--- src/rtl/matrix_loader.sv ---
// rtl/matrix_loader.sv - streams a GF(M) matrix into the systemizer memory, kicks it and latches the result
module matrix_loader #(
  parameter int L     = 8,
  parameter int K     = 16,
  parameter int M     = 3,
  parameter int BLOCK = 4,
  localparam int EW    = $clog2(M),
  localparam int WORDS = L * K / BLOCK,
  localparam int AW    = $clog2(WORDS)
) (
  input  logic                  clk,
  input  logic                  rst,
  input  logic                  load,
  input  logic                  elem_valid,
  input  logic [EW-1:0]         elem_data,
  output logic                  elem_ready,
  output logic                  mem_wr_en,
  output logic [AW-1:0]         mem_wr_addr,
  output logic [BLOCK*EW-1:0]   mem_wr_data,
  output logic                  sys_start,
  input  logic                  sys_done,
  input  logic                  sys_fail,
  input  logic                  sys_success,
  output logic                  busy,
  output logic                  load_err,
  output logic                  result_valid,
  output logic                  result_fail,
  output logic                  result_success
);

  localparam int          TOTAL = L * K;
  localparam int          CW    = $clog2(TOTAL);
  localparam logic [EW:0] M_W   = (EW + 1)'(M);

  typedef enum logic [2:0] {
    ST_IDLE,
    ST_FILL,
    ST_FLUSH,
    ST_KICK,
    ST_WAIT,
    ST_ERR
  } state_t;

  state_t               state;
  state_t               state_nxt;
  logic [CW-1:0]        elem_cnt;
  logic [BLOCK*EW-1:0]  pack;
  logic [BLOCK*EW-1:0]  pack_nxt;
  logic                 accept;
  logic                 bad_elem;
  logic                 last_elem;
  logic                 word_end;
  logic                 start_load;

  // Elements enter at the top and shift down, so after BLOCK beats the first one sits in the LSBs.
  assign pack_nxt   = {elem_data, pack[BLOCK*EW-1:EW]};
  assign accept     = elem_valid && (state == ST_FILL);
  assign bad_elem   = {1'b0, elem_data} >= M_W;
  assign last_elem  = elem_cnt == CW'(TOTAL - 1);
  assign word_end   = (elem_cnt % CW'(BLOCK)) == CW'(BLOCK - 1);
  assign start_load = load && ((state == ST_IDLE) || (state == ST_ERR));

  // State register.
  always_ff @(posedge clk or posedge rst) begin
    if (rst) begin
      state <= ST_IDLE;
    end else begin
      state <= state_nxt;
    end
  end

  // Next-state logic and state-decoded outputs.
  always_comb begin
    state_nxt  = state;
    elem_ready = 1'b0;
    sys_start  = 1'b0;
    busy       = 1'b1;
    case (state)
      ST_IDLE: begin
        busy = 1'b0;
        if (load) state_nxt = ST_FILL;
      end
      ST_FILL: begin
        elem_ready = 1'b1;
        if (accept) begin
          if (bad_elem)       state_nxt = ST_ERR;
          else if (last_elem) state_nxt = ST_FLUSH;
        end
      end
      ST_FLUSH: state_nxt = ST_KICK;
      ST_KICK: begin
        sys_start = 1'b1;
        state_nxt = ST_WAIT;
      end
      ST_WAIT: begin
        if (sys_done) state_nxt = ST_IDLE;
      end
      ST_ERR: begin
        busy = 1'b0;
        if (load) state_nxt = ST_FILL;
      end
      default: state_nxt = ST_IDLE;
    endcase
  end

  // Packing, word writes, error flag and result capture.
  always_ff @(posedge clk or posedge rst) begin
    if (rst) begin
      elem_cnt       <= '0;
      pack           <= '0;
      mem_wr_en      <= 1'b0;
      mem_wr_addr    <= '0;
      mem_wr_data    <= '0;
      load_err       <= 1'b0;
      result_valid   <= 1'b0;
      result_fail    <= 1'b0;
      result_success <= 1'b0;
    end else begin
      mem_wr_en <= 1'b0;
      if (start_load) begin
        elem_cnt       <= '0;
        pack           <= '0;
        mem_wr_addr    <= '0;
        load_err       <= 1'b0;
        result_valid   <= 1'b0;
        result_fail    <= 1'b0;
        result_success <= 1'b0;
      end else if (accept) begin
        if (bad_elem) begin
          // The partial word is simply never written; ERR blocks further beats.
          load_err <= 1'b1;
        end else begin
          pack     <= pack_nxt;
          elem_cnt <= elem_cnt + 1'b1;
          if (word_end) begin
            mem_wr_en   <= 1'b1;
            mem_wr_addr <= AW'(elem_cnt / CW'(BLOCK));
            mem_wr_data <= pack_nxt;
          end
        end
      end
      if ((state == ST_WAIT) && sys_done) begin
        result_valid   <= 1'b1;
        result_fail    <= sys_fail;
        result_success <= sys_success;
      end
    end
  end

endmodule

--- config.mk ---
export PLATFORM = sky130hd
export DESIGN_NAME = matrix_loader
export DESIGN_NICKNAME = d
export VERILOG_FILES = /design/src/rtl/matrix_loader.sv
export SDC_FILE = /design/constraint.sdc
export NUM_CORES = 1
export LEC_CHECK = 0
export CAP_MARGIN = 30
export CORE_MARGIN = 2
export CORE_UTILIZATION = 50
export CTS_BUF_LIST = sky130_fd_sc_hd__clkbuf_16
export DETAILED_ROUTE_END_ITERATION = 7
export GPL_TIMING_DRIVEN = 0
export PLACE_DENSITY = 0.78
export SLEW_MARGIN = 20
export SYNTH_ARGS = -nofsm -noshare
export SYNTH_HDL_FRONTEND = slang
export SYNTH_SLANG_ARGS = --single-unit
--- constraint.sdc ---
create_clock -name clk -period 1.8 [get_ports clk]
set_input_delay 0.36 -clock clk [delete_from_list [all_inputs] [get_ports clk]]
set_output_delay 0.36 -clock clk [all_outputs]
set_load 0.01 [all_outputs]
Word level (Yosys, flattened, before mapping)
Cells that the tools add are included.

word-level totals
  flip-flop bits (word level) = 36
  latch bits = 0
  memory bits (writable) = 0
  memory bits (read-only) = 0
  input port bits = 9
  output and inout port bits = 21
  word-level logic and storage cells = 71
  memories = 0

operators by class
  $add $sub $neg = 1
  multipliers = 0
  divide/modulo/power cells = 0
  magnitude comparators = 1
  equality and inequality tests = 12
  shift operators = 0
  muxes and demuxes = 30
  bitwise gates (word level) = 2
  reduce and logical (&&, ||, !) cells = 15

operators by type and width
  kind                                                   count
  2-to-1 mux 8 bit                                       3
  2-to-1 mux 7 bit                                       3
  2-to-1 mux 5 bit                                       4
  2-to-1 mux 3 bit                                       5
  one-hot mux 3 bit (5 select lines)                     1
  2-to-1 mux 1 bit                                       14
  AND reduction 4 bit                                    2
  nonzero test 2 bit                                     4
  adder 7 x 1 -> 7 bit, second input constant            1
  equality test 7 bit, second input constant             1
  equality test 3 x 2 -> 1 bit, second input constant    2
  equality test 3 bit, second input constant             2
  inequality test 2 x 1 -> 1 bit, second input constant  2
  inequality test 2 bit, second input constant           2
  AND reduction 2 bit                                    2
  equality test 3 x 1 -> 1 bit, second input constant    1
  logical AND 1 bit                                      3
  logical NOT 3 bit                                      1
  inequality test 3 bit, second input constant           1
  AND reduction 3 bit                                    1
  equality test 2 bit, second input constant             1
  >= comparator 2 bit, second input constant             1
  NOT 1 bit                                              2
  OR reduction 2 bit                                     1
  logical OR 1 bit                                       1

Logic depth before layout (Yosys ltp)
Gate-level depths: netlist (run 1).

  depth after elaboration = 5
  gate-level depth with buffers = 7
  depth with buffers taken out = 5

Least setup slack after synthesis (run 1)
OpenSTA, ideal clock, no wires.

  path kind = register to register
  start = reg state[0]
  end = reg mem_wr_addr[0]
  library setup time = 0.121 ns
  arrival time = 1.372 ns
  required time = 1.679 ns
  slack = 0.307 ns
  cell stages (with the launch flop) = 5
  path buffers = 0
  clock period less this slack = 1.493 ns
  cells stage by stage = dfrtp_1 nor2b_2 nor4b_4 nor2_1 a22o_1

between the ends
  cells in the longest elaborated chain, start to end = 5
  elaborated cells between the ends (all ways) = 11
  those cells by class = 3 x eq/ne; 1 x mux; 7 x reduce/logical

RTL lines
  item                                                                                          RTL line  RTL
  start: declaration                                                                            44        state_t state;
  start signal: assignment                                                                      68        state <= state_nxt;
  equality test 3 bit / logical NOT 3 bit (equally long branches)                               61        assign start_load = load && ((state == ST_IDLE) || (state == ST_ERR));
  logical OR 1 bit                                                                              61
  logical AND 1 bit                                                                             61
  inequality test 2 x 1 -> 1 bit (no source line) / nonzero test 2 bit (equally long branches)  n/a
  AND reduction 3 bit (no source line)                                                          n/a
  end signal: assignment                                                                        137       mem_wr_addr <= AW'(elem_cnt / CW'(BLOCK));
  end: declaration                                                                              18        output logic [AW-1:0] mem_wr_addr,

Parallel ways exist; a longest one is shown, timed or not.
A chain may end at the register's enable or synchronous reset.

Worst setup path in the final report (run 1)
  start = reg state[0]
  end = out elem_ready

between the ends
  cells in the longest elaborated chain, start to end = 2

RTL lines
  item                          RTL line  RTL
  equality test 3 x 1 -> 1 bit  78        case (state)
  2-to-1 mux 1 bit              78
  end: declaration              16        output logic elem_ready,

Every way passes these cells.

==> results of run 1 <==
## synthesized netlist by cell type (2+ instances only)
library cell / n
nor2b_2: 2
and2_1: 2
nand2_1: 32
nand4_1: 2
nor3_1: 2
xor2_1: 2
nand3_1: 3
a22o_1: 14
nor2_1: 9
inv_1: 2
o21ai_0: 2
and3b_1: 2
dfrtp_1: 34
a21oi_1: 3
buf_2: 3
## routing by layer
metal  track usage  wire [um]  up-vias
met4       0.07641         69        0
met2        0.3523       1598       33
met3       0.06696        162        9
li1              -          -      558
met1        0.2750       1422      571
met5             0          0        -
## worst max-delay path by stage
| stage | startpoint | end | slack (ns) | depth (start not counted) |
|---|---|---|---|---|
| 6_report | state[0]$_DFFE_PP0P_ | elem_ready | 0.08 | 4 |
| 5_1_grt | state[0]$_DFFE_PP0P_ | elem_ready | 0.02 | 4 |
| 4_1_cts | state[0]$_DFFE_PP0P_ | mem_wr_addr[1]$_DFFE_PP0P_ | -0.001 | 5 |
| 3_5_place_dp | elem_data[0] | elem_cnt[0]$_DFFE_PP0P_ | -0.28 | 6 |
| 3_3_place_gp | elem_data[0] | elem_cnt[0]$_DFFE_PP0P_ | -0.26 | 6 |
| 2_1_floorplan | state[0]$_DFFE_PP0P_ | mem_wr_addr[0]$_DFFE_PP0P_ | 0.31 | 4 |
## cell families after synthesis
| logic type | Yosys count | share of synthesized area |
|---|---|---|
| simple gates | 63 | 0.2246 |
| flops | 34 | 0.5807 |
| compound gates | 25 | 0.1315 |
| buf+inv | 8 | 0.02817 |
| xor+xnor | 2 | 0.01196 |
| mux | 2 | 0.01452 |
| fa+ha+maj | 1 | 0.008538 |
## final cells by class
class	instances	area, sq um
clock buffers	5	125.1
plain buffers	5	36.28
inverters	3	11.26
clock inverters	3	12.51
fillers	222	789.5
flip-flops and latches	34	853.3
multi-input cells	93	586.8
well taps	31	38.79
repair buffers	35	327.8
## state kept, by name, summed over array words and instances, names as in the netlist
| register | cells |
|---|---|
| result_valid | 1 |
| mem_wr_addr | 5 |
| result_fail | 1 |
| elem_cnt | 7 |
| mem_wr_en | 1 |
| result_success | 1 |
| state | 3 |
| mem_wr_data | 8 |
| load_err | 1 |
| pack | 6 |
## per-stage QoR
stage | TNS, ns | total power (uW) | instances | hold WS, ns
after floorplan | 0 | 1310 | 135 | 0.4396
after global placement | -4.534 | 1582 | 195 | 0.4577
after detailed placement | -4.353 | 1597 | 195 | 0.4617
after CTS | -0.001285 | 2407 | 208 | 0.4743
after global routing | 0 | 2513 | 209 | 0.5089
final | 0 | 2395 | 209 | 0.4776
## power by group
group | internal [uW] | leakage, uW | total (uW) | switching (uW)
registers | 930 | 0.000446 | 1040 | 115
clock network | 499 | 0.0000724 | 794 | 295
logic | 310 | 0.000449 | 556 | 247
total | 1740 | 0.000968 | 2390 | 657
## placed cells by master (no fill, tap or decap), drive strengths merged, types with 3 or more instances in the layout
| cell type | Yosys | routed |
|---|---|---|
| a21oi | 3 | 3 |
| nand2 | 32 | 32 |
| nand3 | 4 | 4 |
| inv | 3 | 4 |
| nor2 | 10 | 10 |
| buf | 4 | 10 |
| clkbuf | 1 | 7 |
| clkdlybuf4s50 | 0 | 26 |
| dfrtp | 34 | 34 |
| o21ai | 3 | 3 |
| a22o | 14 | 14 |
## worst max-delay path, delay by kind of cell, from the launching register on
kind	cells	cell delay (ns)
buffers and inverters	3	0.48
flip-flops	1	0.39
AND/OR/NAND/NOR	1	0.20
## what timing repair did
| item | in CTS | in global routing |
|---|---|---|
| hold endpoints to repair | 0 | 0 |
| gates resized for setup | 11 | 2 |
| buffers inserted | 5 | 1 |
| pin swaps | 0 | 1 |
| setup endpoints to repair | 4 | 8 |
==> metrics.md, run 1 <==
| Metric | Value |
|---|---|
| Outcome | `finished, final reports clean` |
| Iteration-0 DRC count of the detailed router | `21` |
| CTS Hold Buffers Added | `0` |
| Starting density of the core | `0.5268` |
| Worst setup margin | `around 0.08 ns` |
| Maximum clock path buffer count | `2` |
| Mapped Nets | `between 100 and 150` |
| Worst R2R Start | `state[2]$_DFFE_PP0P_` |
| Routed WL | `~3.3 mm` |
| Largest net degree at the start of global routing | `35` |
| Leakage power | `~0.00097 uW` |
| Final hold vios | `0` |
| CTS tree | `done` |
| Worst slew pin tran | `approximately 0.69 ns` |
| Post-synthesis sequential area ratio | `0.5807` |
| Post-synth EDFFs | `0` |
| Slew HR | `0.5374` |
| Design area | `roughly 2000 sq um` |
| Pre-CTS setup slack | `-0.2843 ns` |
| Worst setup EP type | `output pin` |
| Largest area contributor in the netlist | `dfrtp_1` |
| Max-cap violations | `0` |
| Routed len/inst | `~16 um` |
| Fin Clk Skew | `0.005710 ns` |
| I/O Buffers | `29` |
| Minimum clock period | `about 1.7 ns` |
| Row count | `19` |
| FF-to-FF setup slack | `0.10 ns` |
| Final Cycle Share | `0.9555` |
| Slowest cell on crit path | `dfrtp_2` |
| Final setup fails | `0` |
| Die X | `between 50 and 60 um` |
| Vias in the first global route | `1,191` |
| Min-Delay Endpoint | `mem_wr_data[0]$_DFFE_PP0P_` |
| Crit path largest cell delay | `0.39 ns` |
| Placed wire-length estimate | `between 2 and 2.5 mm` |
| Clk root buf | `clkbuf_16` |
| Nets@finish | `187` |
| PD cells | `around 1200 nW/um^2` |
| Global Route Usage Sum | `0.2165` |
| Worst skew pair latency | `~0.28 ns` |
| Ys async rst share | `1.000` |
| WS Path Type | `reg -> out` |
| Final Max Slew Viols | `0` |
| Min-delay worst type | `reg -> reg` |
| Clk slew on worst S/H paths | `around 0.05 ns` |
| Total die area | `roughly 3400 sq um` |
| WHS Path Cells | `2` |
| Post-DR vias/cell | `about 5.6` |
| Die H | `between 50 and 60 um` |
| Antenna-violating nets left | `0` |
| Area contributors post-synth | `dfrtp_1, a22o_1, nand2_1` |
| Critical R2R Capture | `elem_cnt[0]$_DFFE_PP0P_` |
| Unrepaired setup endpoints after global routing | `false` |
| Detailed-route via count | `1,171` |
| Ys Warns | `0` |
| Grt total ovfl | `0` |
| Antenna violations before repair | `0` |
| Gate count of the mapped netlist | `between 100 and 150` |
| Crit path launch type | `flip-flop` |
| #FFs+latches synth | `34` |
| Drt first pass iters | `4` |
| Worst Reg-to-Reg Cells | `7` |
| H-Tree Level Count | `2` |
| Top-area cell type share of the netlist area | `0.5807` |
| Core Box Area | `approximately 2800 sq um` |
| Crit-path max FO | `3` |
| Max Clk Rate | `about 0.58 GHz` |
| Post-Syn Area | `about 1500 sq um` |
| WP data required | `around 1.4 ns` |
| First-pass GRT wire length | `5.395 mm` |
| Cell Chain, Critical Path | `buf_4 > inv_1 > nor3_1 > dlygate4sd2_1` |
| Avg Inst Size Synth | `between 10 and 15 sq um` |
| Routability cong. | `between 0.8 and 0.9` |
| ANT cells | `0` |
| DRC viols | `0` |
| Synth cell types | `36` |
| Max IR drop VDD | `between 1 and 1.5 mV` |
| Share of post-route cells with drive strength above 1 | `0.1629` |
| Top Ports | `30` |
| Worst EP arrival | `between 1 and 1.5 ns` |
| Fin util | `0.7161` |
| Top FF cell, synth | `dfrtp_1` |
| # clock sinks | `34` |
| Placed Instance Area | `~1800 sq um` |
| Area grow syn2layout | `35.95%` |
| Hold path startpoint | `pack[2]$_DFFE_PP0P_` |
| CTS buffer count | `5` |
Power figures use the tool's default switching activity.
==> inputs of run 2 (changes only) <==
--- a/config.mk
+++ b/config.mk
@@ -6,12 +6,14 @@
 export NUM_CORES = 1
 export LEC_CHECK = 0
 export CAP_MARGIN = 30
+export CELL_PAD_IN_SITES_DETAIL_PLACEMENT = 0
+export CELL_PAD_IN_SITES_GLOBAL_PLACEMENT = 1
 export CORE_MARGIN = 2
-export CORE_UTILIZATION = 50
+export CORE_UTILIZATION = 39
 export CTS_BUF_LIST = sky130_fd_sc_hd__clkbuf_16
 export DETAILED_ROUTE_END_ITERATION = 7
 export GPL_TIMING_DRIVEN = 0
-export PLACE_DENSITY = 0.78
+export PLACE_DENSITY_LB_ADDON = 0.1
 export SLEW_MARGIN = 20
 export SYNTH_ARGS = -nofsm -noshare
 export SYNTH_HDL_FRONTEND = slang
==> metrics.md, run 2 (same netlist as run 1, synthesis figures left out) <==
| Metric | Value |
|---|---|
| Top flop regs | `mem_wr_data (8), elem_cnt (7), pack (6)` |
| Clk root buf | `clkbuf_16` |
| Starting density of the core | `0.4032` |
| Area of the multi-input gates | `approximately 600 sq um` |
| Worst R2R Start | `state[2]$_DFFE_PP0P_` |
| Final Cycle Share | `0.9506` |
| Final hold vios | `0` |
| Leakage power | `0.0009981 uW` |
| I/O Buffers | `29` |
| Die H | `between 60 and 70 um` |
| Max Clk Rate | `between 0.5 and 0.6 GHz` |
| Largest net degree at the start of global routing | `35` |
| Core Box Area | `3633 sq um` |
| P_int | `~1900 uW` |
| Slowest cell on crit path | `dfrtp_2` |
| ANT cells | `0` |
| Routed len/inst | `approximately 15 um` |
| Most frequent cells in the layout | `nand2_1, dfrtp_1, clkdlybuf4s50_1` |
| Post-DR vias/cell | `5.070` |
| Total die area | `between 4000 and 5000 sq um` |
| Clk slew on worst S/H paths | `0.06 ns` |
| Routability cong. | `0.7279` |
| CTS buffer count | `5` |
| Worst slew pin tran | `0.7067 ns` |
| First-pass GRT wire length | `5.664 mm` |
| Worst EP arrival | `~1.4 ns` |
| Nets@finish | `190` |
| Dpl cells | `about 210` |
| Comb power frac | `0.220` |
| Storage cell area | `around 850 sq um` |
| Min-delay worst type | `reg -> reg` |
| # clock sinks | `34` |
| Slew HR | `0.5282` |
| CTS Hold Buffers Added | `0` |
| Unrepaired setup endpoints after global routing | `false` |
| Setup crit start | `state[1]$_DFFE_PP0P_` |
| Final std cells w/o fill | `roughly 230` |
| Antenna-violating nets left | `0` |
| Worst Reg-to-Reg Cells | `6` |
| Final Max Slew Viols | `0` |
| P_sw | `between 600 and 700 uW` |
| Filler Cells Inserted | `roughly 350` |
| Area grow syn2layout | `42.02%` |
| Crit path largest cell delay | `0.41 ns` |
| Cell Chain, Critical Path | `clkbuf_8 > or3_1 > buf_2` |
| Clock Power Share | `0.374` |
| Tot Pwr | `about 2600 uW` |
| FF-to-FF setup slack | `0.09 ns` |
| Grt total ovfl | `0` |
| WS Path Type | `reg -> out` |
| Sw Share | `0.2630` |
| Crit path launch type | `flip-flop` |
| Max-cap violations | `0` |
| Drt first pass iters | `4` |
| Placed wire-length estimate | `around 2.1 mm` |
| Maximum clock path buffer count | `2` |
| DRC viols | `0` |
| Outcome | `finished, final reports clean` |
| Iteration-0 DRC count of the detailed router | `51` |
| PD cells | `roughly 1200 nW/um^2` |
| Share of post-route cells with drive strength above 1 | `0.1878` |
| Seq pwr share | `0.406` |
| Row count | `22` |
| Antenna violations before repair | `0` |
| Crit-path max FO | `10` |
| Worst skew pair latency | `0.28 ns` |
| Vias in the first global route | `between 1,000 and 1,500` |
| Detailed-route via count | `1,161` |
| Critical R2R Capture | `elem_cnt[4]$_DFFE_PP0P_` |
| Fin Clk Skew | `roughly 0.006 ns` |
| Global Route Usage Sum | `0.1770` |
| Largest register FFs | `8` |
| Worst setup EP type | `output pin` |
| Register with the most flip-flops | `mem_wr_data` |
| Minimum clock period | `around 1.7 ns` |
| Top Ports | `30` |
| Final setup fails | `0` |
| H-Tree Level Count | `2` |
| Worst setup endpoint | `busy` |
| Max IR drop VDD | `about 0.85 mV` |
| WP data required | `roughly 1.4 ns` |
| Die X | `65.29 um` |
| CTS tree | `done` |
| Routed WL | `between 3 and 4 mm` |
[run 2: cell types whose count changed in the layout (fill, tap and decap cells not counted), sizes merged]
cell    before  now
buf         10   14
bufinv       0    1
clkbuf       7    6
inv          4    3
[run 2: area by class of cell]
cell class              instances  share of cell area
plain buffers                   5             0.02044
clock buffers                   5             0.06013
clock inverters                 3             0.01924
inverters                       3            0.005412
multi-input cells              93              0.2856
flip-flops and latches         34              0.4101
well taps                      48             0.02886
repair buffers                 38              0.1702
[run 2: worst min path at each step]
stage	from	slack, ns	cells after the start	end
2_1_floorplan	pack[2]$_DFFE_PP0P_	0.44	2	mem_wr_data[0]$_DFFE_PP0P_
3_3_place_gp	mem_wr_data[2]$_DFFE_PP0P_	0.46	2	mem_wr_data[2]$_DFFE_PP0P_
3_5_place_dp	mem_wr_data[2]$_DFFE_PP0P_	0.47	2	mem_wr_data[2]$_DFFE_PP0P_
4_1_cts	pack[2]$_DFFE_PP0P_	0.48	2	mem_wr_data[0]$_DFFE_PP0P_
5_1_grt	result_valid$_DFFE_PP0P_	0.50	1	result_valid$_DFFE_PP0P_
6_report	pack[2]$_DFFE_PP0P_	0.47	2	mem_wr_data[0]$_DFFE_PP0P_
[run 2: metal layers]
metal	up-vias	GRT usage	wire length [um]
met5	-	0	0
met2	20	0.2640	1636
met4	0	0.1016	73
met1	568	0.2325	1553
li1	564	-	-
met3	9	0.04623	125
[run 2: repair_timing]
| action | CTS | global route |
|---|---|---|
| buffers inserted | 8 | 1 |
| pin swaps | 1 | 1 |
| hold endpoints to repair | 0 | 0 |
| resized for setup | 13 | 4 |
| setup endpoints to repair | 9 | 4 |
[run 2: power by group through the flow]
stage / combinational (uW) / clock [uW] / sequential [uW]
5_1_grt: 626 / 1020 / 1070
6_report: 564 / 961 / 1040
3_5_place_dp: 549 / 0 / 1060
4_1_cts: 570 / 977 / 1050
3_3_place_gp: 538 / 0 / 1050
2_1_floorplan: 227 / 0 / 1080
[run 2: critical path: cells and delay by family (launching register included)]
| kind | cells | cell delay (ns) |
|---|---|---|
| buf+inv | 2 | 0.30 |
| flops | 1 | 0.41 |
| simple gates | 1 | 0.36 |
[run 2: through the flow]
| step | setup WS, ns | setup TNS, ns | cell area [sq um] | util | hold WS [ns] |
|---|---|---|---|---|---|
| after CTS | 0.003765 | 0 | 2066 | 0.5685 | 0.4816 |
| after detailed placement | -0.3258 | -6.017 | 1815 | 0.4997 | 0.4661 |
| after floorplan | 0.3070 | 0 | 1465 | - | 0.4396 |
| after global routing | 0.01079 | 0 | 2081 | 0.5727 | 0.4969 |
| after global placement | -0.3061 | -7.590 | 1815 | 0.4997 | 0.4619 |
| final | 0.08888 | 0 | 2081 | 0.5727 | 0.4718 |
